**src/rtl/gbar_unit.sv**
```systemverilog
// Global barrier controller: tracks arrivals per barrier id and pulses a release.
// Optional protocol checking on err is enabled by defining GBAR_ERR_CHECK_EN.
module gbar_unit #(
    parameter int NUM_BARRIERS = 4,
    parameter int NUM_CORES    = 4,
    localparam int BID_W = (NUM_BARRIERS > 1) ? $clog2(NUM_BARRIERS) : 1,
    localparam int CID_W = (NUM_CORES > 1) ? $clog2(NUM_CORES) : 1
) (
    input  logic             clk,
    input  logic             reset,
    input  logic             req_valid,
    input  logic [BID_W-1:0] req_id,
    input  logic [CID_W-1:0] req_size_m1,
    input  logic [CID_W-1:0] req_core_id,
    output logic             req_ready,
    output logic             rsp_valid,
    output logic [BID_W-1:0] rsp_id,
    input  logic             flush,
    output logic             flush_busy,
    output logic             err
);

    localparam logic [BID_W:0]   ID_LIM   = NUM_BARRIERS[BID_W:0];
    localparam logic [CID_W:0]   CORE_LIM = NUM_CORES[CID_W:0];
    localparam logic [BID_W-1:0] IDX_LAST = BID_W'(NUM_BARRIERS - 1);

    typedef enum logic {
        S_IDLE,
        S_FLUSH
    } state_t;

    state_t           r_state;
    state_t           w_state_nxt;
    logic [BID_W-1:0] r_idx;
    logic [BID_W-1:0] w_idx_nxt;
    logic             w_ready;
    logic             w_busy;

    logic [NUM_CORES-1:0] r_mask   [NUM_BARRIERS];
    logic [CID_W:0]       r_cnt    [NUM_BARRIERS];
    logic [CID_W-1:0]     r_size   [NUM_BARRIERS];
    logic                 r_active [NUM_BARRIERS];

    logic             r_rsp_valid;
    logic [BID_W-1:0] r_rsp_id;

    logic                 w_fire;
    logic                 w_id_ok;
    logic                 w_core_ok;
    logic [BID_W-1:0]     w_sel;
    logic                 w_act;
    logic [NUM_CORES-1:0] w_msk;
    logic [CID_W:0]       w_cnt;
    logic [CID_W-1:0]     w_size;
    logic [NUM_CORES-1:0] w_oh;
    logic                 w_dup;
    logic [CID_W:0]       w_cnt_nxt;
    logic [CID_W:0]       w_lim;
    logic                 w_take;
    logic                 w_release;

    always_ff @(posedge clk or posedge reset) begin
        if (reset) begin
            r_state <= S_IDLE;
            r_idx   <= '0;
        end else begin
            r_state <= w_state_nxt;
            r_idx   <= w_idx_nxt;
        end
    end

    always_comb begin
        w_state_nxt = r_state;
        w_idx_nxt   = r_idx;
        w_ready     = 1'b0;
        w_busy      = 1'b0;
        unique case (r_state)
            S_IDLE: begin
                w_ready = 1'b1;
                if (flush) begin
                    w_state_nxt = S_FLUSH;
                    w_idx_nxt   = '0;
                end
            end
            S_FLUSH: begin
                w_busy    = 1'b1;
                w_idx_nxt = r_idx + 1'b1;
                if (r_idx == IDX_LAST) begin
                    w_state_nxt = S_IDLE;
                    w_idx_nxt   = '0;
                end
            end
            default: w_state_nxt = S_IDLE;
        endcase
    end

    // flush wins over a same-cycle request even though ready is still high
    assign w_fire    = req_valid && w_ready && !flush;
    assign w_id_ok   = {1'b0, req_id} < ID_LIM;
    assign w_core_ok = {1'b0, req_core_id} < CORE_LIM;
    assign w_sel     = w_id_ok ? req_id : '0;
    assign w_act     = r_active[w_sel];
    assign w_msk     = r_mask[w_sel];
    assign w_cnt     = r_cnt[w_sel];
    assign w_size    = r_size[w_sel];
    assign w_oh      = w_core_ok ? (NUM_CORES'(1) << req_core_id) : '0;
    assign w_dup     = w_act && (|(w_msk & w_oh));
    assign w_cnt_nxt = w_act ? (w_cnt + 1'b1) : (CID_W+1)'(1);
    assign w_lim     = w_act ? ({1'b0, w_size} + 1'b1)
                             : ({1'b0, req_size_m1} + 1'b1);
    assign w_take    = w_fire && w_id_ok && w_core_ok && !w_dup;
    assign w_release = w_take && (w_cnt_nxt == w_lim);

    always_ff @(posedge clk or posedge reset) begin
        if (reset) begin
            for (int b = 0; b < NUM_BARRIERS; b++) begin
                r_mask[b]   <= '0;
                r_cnt[b]    <= '0;
                r_size[b]   <= '0;
                r_active[b] <= 1'b0;
            end
        end else begin
            for (int b = 0; b < NUM_BARRIERS; b++) begin
                if (r_state == S_FLUSH && r_idx == BID_W'(b)) begin
                    r_mask[b]   <= '0;
                    r_cnt[b]    <= '0;
                    r_size[b]   <= '0;
                    r_active[b] <= 1'b0;
                end else if (w_take && w_sel == BID_W'(b)) begin
                    if (w_release) begin
                        r_mask[b]   <= '0;
                        r_cnt[b]    <= '0;
                        r_active[b] <= 1'b0;
                    end else begin
                        r_mask[b]   <= w_msk | w_oh;
                        r_cnt[b]    <= w_cnt_nxt;
                        r_active[b] <= 1'b1;
                        if (!w_act) r_size[b] <= req_size_m1;
                    end
                end
            end
        end
    end

    always_ff @(posedge clk or posedge reset) begin
        if (reset) begin
            r_rsp_valid <= 1'b0;
            r_rsp_id    <= '0;
        end else begin
            r_rsp_valid <= w_release;
            if (w_release) r_rsp_id <= req_id;
        end
    end

    assign req_ready  = w_ready;
    assign flush_busy = w_busy;
    assign rsp_valid  = r_rsp_valid;
    assign rsp_id     = r_rsp_id;

`ifdef GBAR_ERR_CHECK_EN
    logic r_err;
    logic w_err_hit;

    assign w_err_hit = w_fire && (!w_id_ok || !w_core_ok || w_dup ||
                       (w_act && req_size_m1 != w_size));

    always_ff @(posedge clk or posedge reset) begin
        if (reset) r_err <= 1'b0;
        else if (w_err_hit) r_err <= 1'b1;
    end

    assign err = r_err;
`else
    assign err = 1'b0;
`endif

endmodule

```
**config.mk**
```make
export PLATFORM = sky130hd
export DESIGN_NAME = gbar_unit
export DESIGN_NICKNAME = d
export VERILOG_FILES = /design/src/rtl/gbar_unit.sv
export SDC_FILE = /design/constraint.sdc
export NUM_CORES = 1
export LEC_CHECK = 0
export ABC_CLOCK_PERIOD_IN_PS = 2800
export CAP_MARGIN = 25
export CORE_MARGIN = 1.5
export CORE_UTILIZATION = 35
export DETAILED_ROUTE_END_ITERATION = 7
export GPL_ROUTABILITY_DRIVEN = 0
export MAX_ROUTING_LAYER = met4
export PLACE_DENSITY_LB_ADDON = 0.3
export SLEW_MARGIN = 20
export SYNTH_ARGS = -nofsm -noshare
export SYNTH_HDL_FRONTEND = slang
export SYNTH_SLANG_ARGS = --single-unit
```
**constraint.sdc**
```tcl
create_clock -name clk -period 2.8 [get_ports clk]
set_clock_uncertainty 0.15 [all_clocks]
set_input_delay 0.28 -clock clk [delete_from_list [all_inputs] [get_ports clk]]
set_output_delay 0.28 -clock clk [all_outputs]
set_load 0.02 [all_outputs]
```
Yosys cells after proc, flatten, opt, wreduce, memory -nomap -nowiden:

Cells that the tools add are included.

* flip-flop bits (word level): 46
* bits in latches: 0
* RAM bits: 0
* bits in read-only memories: 0
* output and inout bits: 6
* memories: 0

* add/subtract/negate cells: 4
* multiply operators: 0
* div/mod/pow operators: 0
* magnitude comparators: 1
* equal/unequal tests: 16
* shift-type cells: 1
* muxes and demuxes: 59
* bitwise operators: 4
* reduce and logical (&&, ||, !) cells: 26

Operators by type and width (count)
* 4-bit 2-to-1 mux: 11
* 3-bit 2-to-1 mux: 13
* 2-bit 2-to-1 mux: 14
* 2-bit by 1-bit inequality test with 1-bit output (second input constant): 8
* 1-bit 2-to-1 mux: 15
* 1-bit logical AND: 13
* 3-bit AND reduction: 4
* 4-bit binary-select mux with 2-bit select: 1
* 2-bit == test (second input constant): 4
* 2-bit nonzero test: 4
* 2-bit by 1-bit adder with 3-bit output (second input constant): 2
* 3-bit binary-select mux with 2-bit select: 1
* 4-bit bitwise AND: 1
* 2-bit binary-select mux with 2-bit select: 1
* 2-bit by 1-bit == test with 1-bit output (second input constant): 2
* 2-bit logical NOT: 2
* 4-bit OR: 1
* 2-bit one-hot mux with 2 select lines: 1
* 4-bit OR reduction: 1
* 1-bit by 2-bit left shift with 4-bit output (first input constant): 1
* 3-bit by 1-bit adder with 3-bit output (second input constant): 1
* 3-bit == test: 1
* 3-bit >= comparator (second input constant): 1
* 2-bit NOT with 3-bit output: 1
* 6 further kinds: 7

Depth between registers and ports, before layout:

* depth in word-level cells: 13
* gate-level depth with buffers: 13
* depth with buffers taken out: 9

Least setup slack after synthesis:

Ideal clock, no wire load.

* path kind: input port to flip-flop
* start point: input port req_id[0]
* end point: register r_rsp_id[0], in the netlist rsp_id[0]
* library setup time: 0.125 ns
* arrival: 2.755 ns
* slack: -0.229 ns
* stages: 12
* path buffers: 3
* path through: buf_6 buf_6 clkbuf_1 mux4_2 nand2_1 o21ai_0 ha_1 nor3_1 a31oi_1 a22oi_4 o211ai_2 mux2_2

* cells in the longest elaborated chain, start to end: 10
* elaborated cells between the ends (all ways): 24
* those cells by class: add/sub: 2; eq/ne: 1; mux: 14; bitwise: 2; reduce/logical: 5

Ends and longest elaborated chain
* start: declaration: line 12 `input logic [BID_W-1:0] req_id,`
* parallel branches: the longest is 10 deep, another holds 3-bit by 1-bit adder with 3-bit output
* end signal: assignment: line 151 `if (w_release) r_rsp_id <= req_id;`
* end: declaration: line 45 `logic [BID_W-1:0] r_rsp_id;`

Several ways; the timed one is not identified. The select of a mux whose other input is x is not followed.
A chain may end at the register's enable or synchronous reset.

Final worst setup path:

* start point: register r_active[0] (netlist bit)
* end point: register r_rsp_id[0], in the netlist rsp_id[0]

* cells in the longest elaborated chain, start to end: 7
* elaborated cells between the ends (all ways): 10
* those cells by class: eq/ne: 1; mux: 5; reduce/logical: 4

Ends and longest elaborated chain
* start: declaration: line 42 `logic r_active [NUM_BARRIERS];`
* start signal: indexed assignment: line 120 `r_active[b] <= 1'b0;`
* start signal: indexed assignment: line 128 `r_active[b] <= 1'b0;`
* start signal: indexed assignment: line 133 `r_active[b] <= 1'b0;`
* 1-bit binary-select mux with 2-bit select (*): line 102 `assign w_act = r_active[w_sel];`
* 1-bit 2-to-1 mux (not written as such) (*) (2 in a row): line 102
* parallel branches: the longest is 3 deep, another holds 3-bit 2-to-1 mux
* 1-bit logical AND (*): line 112 `assign w_release = w_take && (w_cnt_nxt == w_lim);`

Every way passes the cells marked *. The select of a mux whose other input is x is not followed.

==> metrics.md <==
| Metric | Value |
|---|---|
| Status | complete, but fails checks |
| Violated checks | negative setup slack |
| Die width | a little under 90 um |
| Clock H-tree levels | 2 |
| Power Total | 2.24 mW |
| Required @ worst endpoint | between 2000 and 3000 ps |
| Global-route wire length before repair | 10500 um |
| F_max | 355 MHz |
| Leak pwr | 1.46 nW |
| Gr usage total | 0.184 |
| Die area | 0.00767 mm^2 |
| IO Count | 16 |
| Unrepaired setup endpoints after global routing | yes |
| Worst setup margin | -19.2 ps |
| Port Buffer Count | 14 |
| Final setup violation count | 4 |
| Root Buffer | clkbuf_8 |
| Met2 usage | 0.287 |
| RR Endpoint | rsp_id[0] |
| Crit path DAT | ~2900 ps |
| GR Util met3 | 0.0320 |
| Period utilization | 1.01 |
| Max clock buf depth | 2 |
| Synth Register Bits | 46 |
| Wire length per cell | 17.3 um |
| Antenna-violating nets left | 0 |
| Max_cap viols | 0 |
| Hold Crit Class | primary input to asynchronous set/reset pin |
| Area grow syn2layout | 27.6% |
| Worst path max stage delay | 550 ps |
| Mapped cell area | 0.00250 mm^2 |
| Seq pwr share | 0.387 |
| Share of layout cells above drive strength 1 | 0.312 |
| Via count of the first global-routing pass | 1963 |
| Via Count | 1904 |
| Slew headroom | 0.573 |
| Vias per Instance | 5.30 |
| Pre-antenna DRT Iters | 4 |
| CTS Buf Count | 5 |
| Initial antenna violation count | 0 |
| WS Path Type | register to register |
| Clock latency on the worst-skew pair | 310 ps |
| Maximum VDD drop | just under 0.4 mV |
| Final wirelength | roughly 6200 um |
| Seq/Total Area, Yosys | 0.460 |
| Crit-path cells | mux4_2 -> mux2_4 -> ha_4 -> nor3_4 -> a31oi_4 -> a22oi_4 -> buf_4 -> o211ai_4 -> mux2_2 |
| Largest area contributor in the netlist | dfrtp_1 |
| Final Hold Viols | 0 |
| CTS tree | built |
| Net Count, Synth | 230 |
| Initial core utilization | 0.364 |
| Die height | 87.6 um |
| Grt ovf | 0 |
| Yosys warnings | 0 |
| CP top delay family | multiplexers |
| Library cells used by synthesis | 40 |
| Final nets | roughly 280 |
| Setup crit start kind | register |
| Least-Margin Pin Slew | 639 ps |
| Post-placement worst setup slack | -634 ps |
| Synth Instances | 214 |
| Largest net degree at the start of global routing | 31 |
| Worst R2R Path Depth | 9 |
| Crit Path Max Fanout | 4 |
| CP bufs+invs | 1 |
| Slowest-stage cell, CP | mux4_2 |
| Initial DRC count | 150 |
| CTS clock-pin slew for the worst setup and hold paths | ~100 ps |
| Most frequent cells in the layout | 46 x dfrtp_1, 37 x buf_4, 22 x a22o_1 |
| Sw frac | 0.379 |
| Row count | 30 |
| Reg2reg setup slack | -20 ps |
| # DRC | 0 |
| Clock sink total | 46 |
| Commonest non-fill, non-tap cell in the layout | dfrtp_1 |
| N_diodes | 0 |
| GRT Max-Usage Layer | met2 |
| Combinational power share | 0.419 |
| Worst hold slack | between 200 and 250 ps |
| Slew Limit Fails | 0 |
| Post-synth top area share | 0.460 |
| Top cells by area, synth | dfrtp_1 46%, a22o_1 7.7%, mux4_2 6.3% |
| Clock share of power | 0.195 |
| Met1 Use GR | 0.253 |
| Sw power | 0.849 mW |
| Fin crit period | 2820 ps |
| CP Capture Type | register |
| Post-DP HPWL | 4410 um |
| Cell area power density | 703 mW/mm^2 |
| CTS Hold Buffers Added | 0 |
| Syn Area/Cell | 11.7 um^2 |
| Critical R2R Launch | r_active[0] |
| Cell-internal power | 1.39 mW |
| Core area | approximately 0.007 mm^2 |
-- power groups by stage --
stage | Combinational (mW) | Clock, mW | Sequential, mW
after detailed placement | 0.824 | 0 | 0.879
final | 0.940 | 0.437 | 0.868
after global routing | 1.01 | 0.473 | 0.885
after floorplan | 0.499 | 0 | 0.873
after global placement | 0.811 | 0 | 0.876
after CTS | 0.906 | 0.445 | 0.866
-- logic make-up (layout without fill, tap and decap cells) --
logic type	count (synthesis)	after routing	share of synthesized area
xor gates and xnor gates	2	2	0.00700
AOI/OAI and AO/OA	64	64	0.221
adders and majority gates	6	6	0.0300
DFF	46	46	0.460
and+or+nand+nor	46	46	0.0905
muxes	25	25	0.140
buffers and inverters	24	73	0.0505
other	1	1	0.00150
-- cells in the mapped netlist --
library cell and n:
a21o_1 3, a21oi_1 1, a221o_1 2, a22o_1 22, a22oi_4 1, a31o_2 1
a31oi_1 1, a32o_1 9, and2_1 4, buf_2 2, buf_4 3, buf_6 3
clkbuf_1 6, conb_1 1, dfrtp_1 46, ha_1 6, inv_1 10, mux2_2 9
mux2i_1 9, mux4_2 7, nand2_1 17, nand2b_1 4, nand4_1 1, nor2_1 9
nor2_2 2, nor2_4 1, nor2b_1 1, nor3_1 3, nor3b_1 2, o2111ai_2 2
o211ai_1 4, o211ai_2 1, o21ai_0 6, o21ai_1 2, o221ai_1 1, o2bb2ai_1 1
o31ai_1 6, o32a_2 1, or3_1 2, xnor2_1 2
-- worst max path at each step --
stage | from | to | slack, ps | depth (start not counted)
after CTS | r_active[0] | r_mask[1] | -10 | 10
after global placement | req_id[1] | r_mask[8] | -590 | 11
after detailed placement | req_id[0] | r_mask[10] | -630 | 11
after floorplan | req_id[0] | rsp_id[0] | 20 | 12
final | r_active[0] | rsp_id[0] | -20 | 9
after global routing | r_active[0] | r_mask[2] | -110 | 10
-- state kept, by name, summed over array words and instances, names as in the netlist --
signal,flops
r_state,1
rsp_valid,1
r_cnt,12
r_active,4
r_mask,16
r_idx,2
rsp_id,2
r_size,8
-- routing by layer --
| metal | vias up | share of wire | wire [um] |
|---|---|---|---|
| met5 | - | 0 | 0 |
| li1 | 902 | - | - |
| met1 | 952 | 0.46 | 2870 |
| met2 | 46 | 0.48 | 2990 |
| met4 | 0 | 0.0077 | 48 |
| met3 | 4 | 0.049 | 307 |
-- worst reg2reg max path, delay by kind of cell, from the launching register on --
kind,cells,cell delay (ps)
AND/OR/NAND/NOR,1,160
flip-flops,1,390
AO/OA/AOI/OAI,3,400
adder cells (fa/ha/maj),1,270
multiplexers,3,1170
buffers and inverters,1,170
-- repair_timing --
item | CTS | global route
gates resized for setup | 14 | 7
setup buffers | 3 | 1
setup endpoints to repair | 42 | 37
pin swaps | 5 | 9
-- stage by stage --
step | util | setup TNS [ps] | instance area [um^2] | cells
3_5_place_dp | 0.434 | -23880 | 2980 | 348
2_1_floorplan | - | 0 | 2510 | 214
4_1_cts | 0.461 | -83.6 | 3160 | 359
6_report | 0.465 | -58.6 | 3190 | 359
5_1_grt | 0.465 | -1900 | 3190 | 359
3_3_place_gp | 0.434 | -22430 | 2980 | 348
-- area by class of cell --
| type | instances | area (um^2) |
|---|---|---|
| clock buffer | 5 | 68.8 |
| tap | 96 | 120 |
| fill | 630 | 3680 |
| sequential | 46 | 1150 |
| multi-input combinational | 144 | 1320 |
| timing repair buffer | 55 | 469 |
| clock inverter | 3 | 25.0 |
| inverter | 10 | 37.5 |
Power figures use the tool's default switching activity.
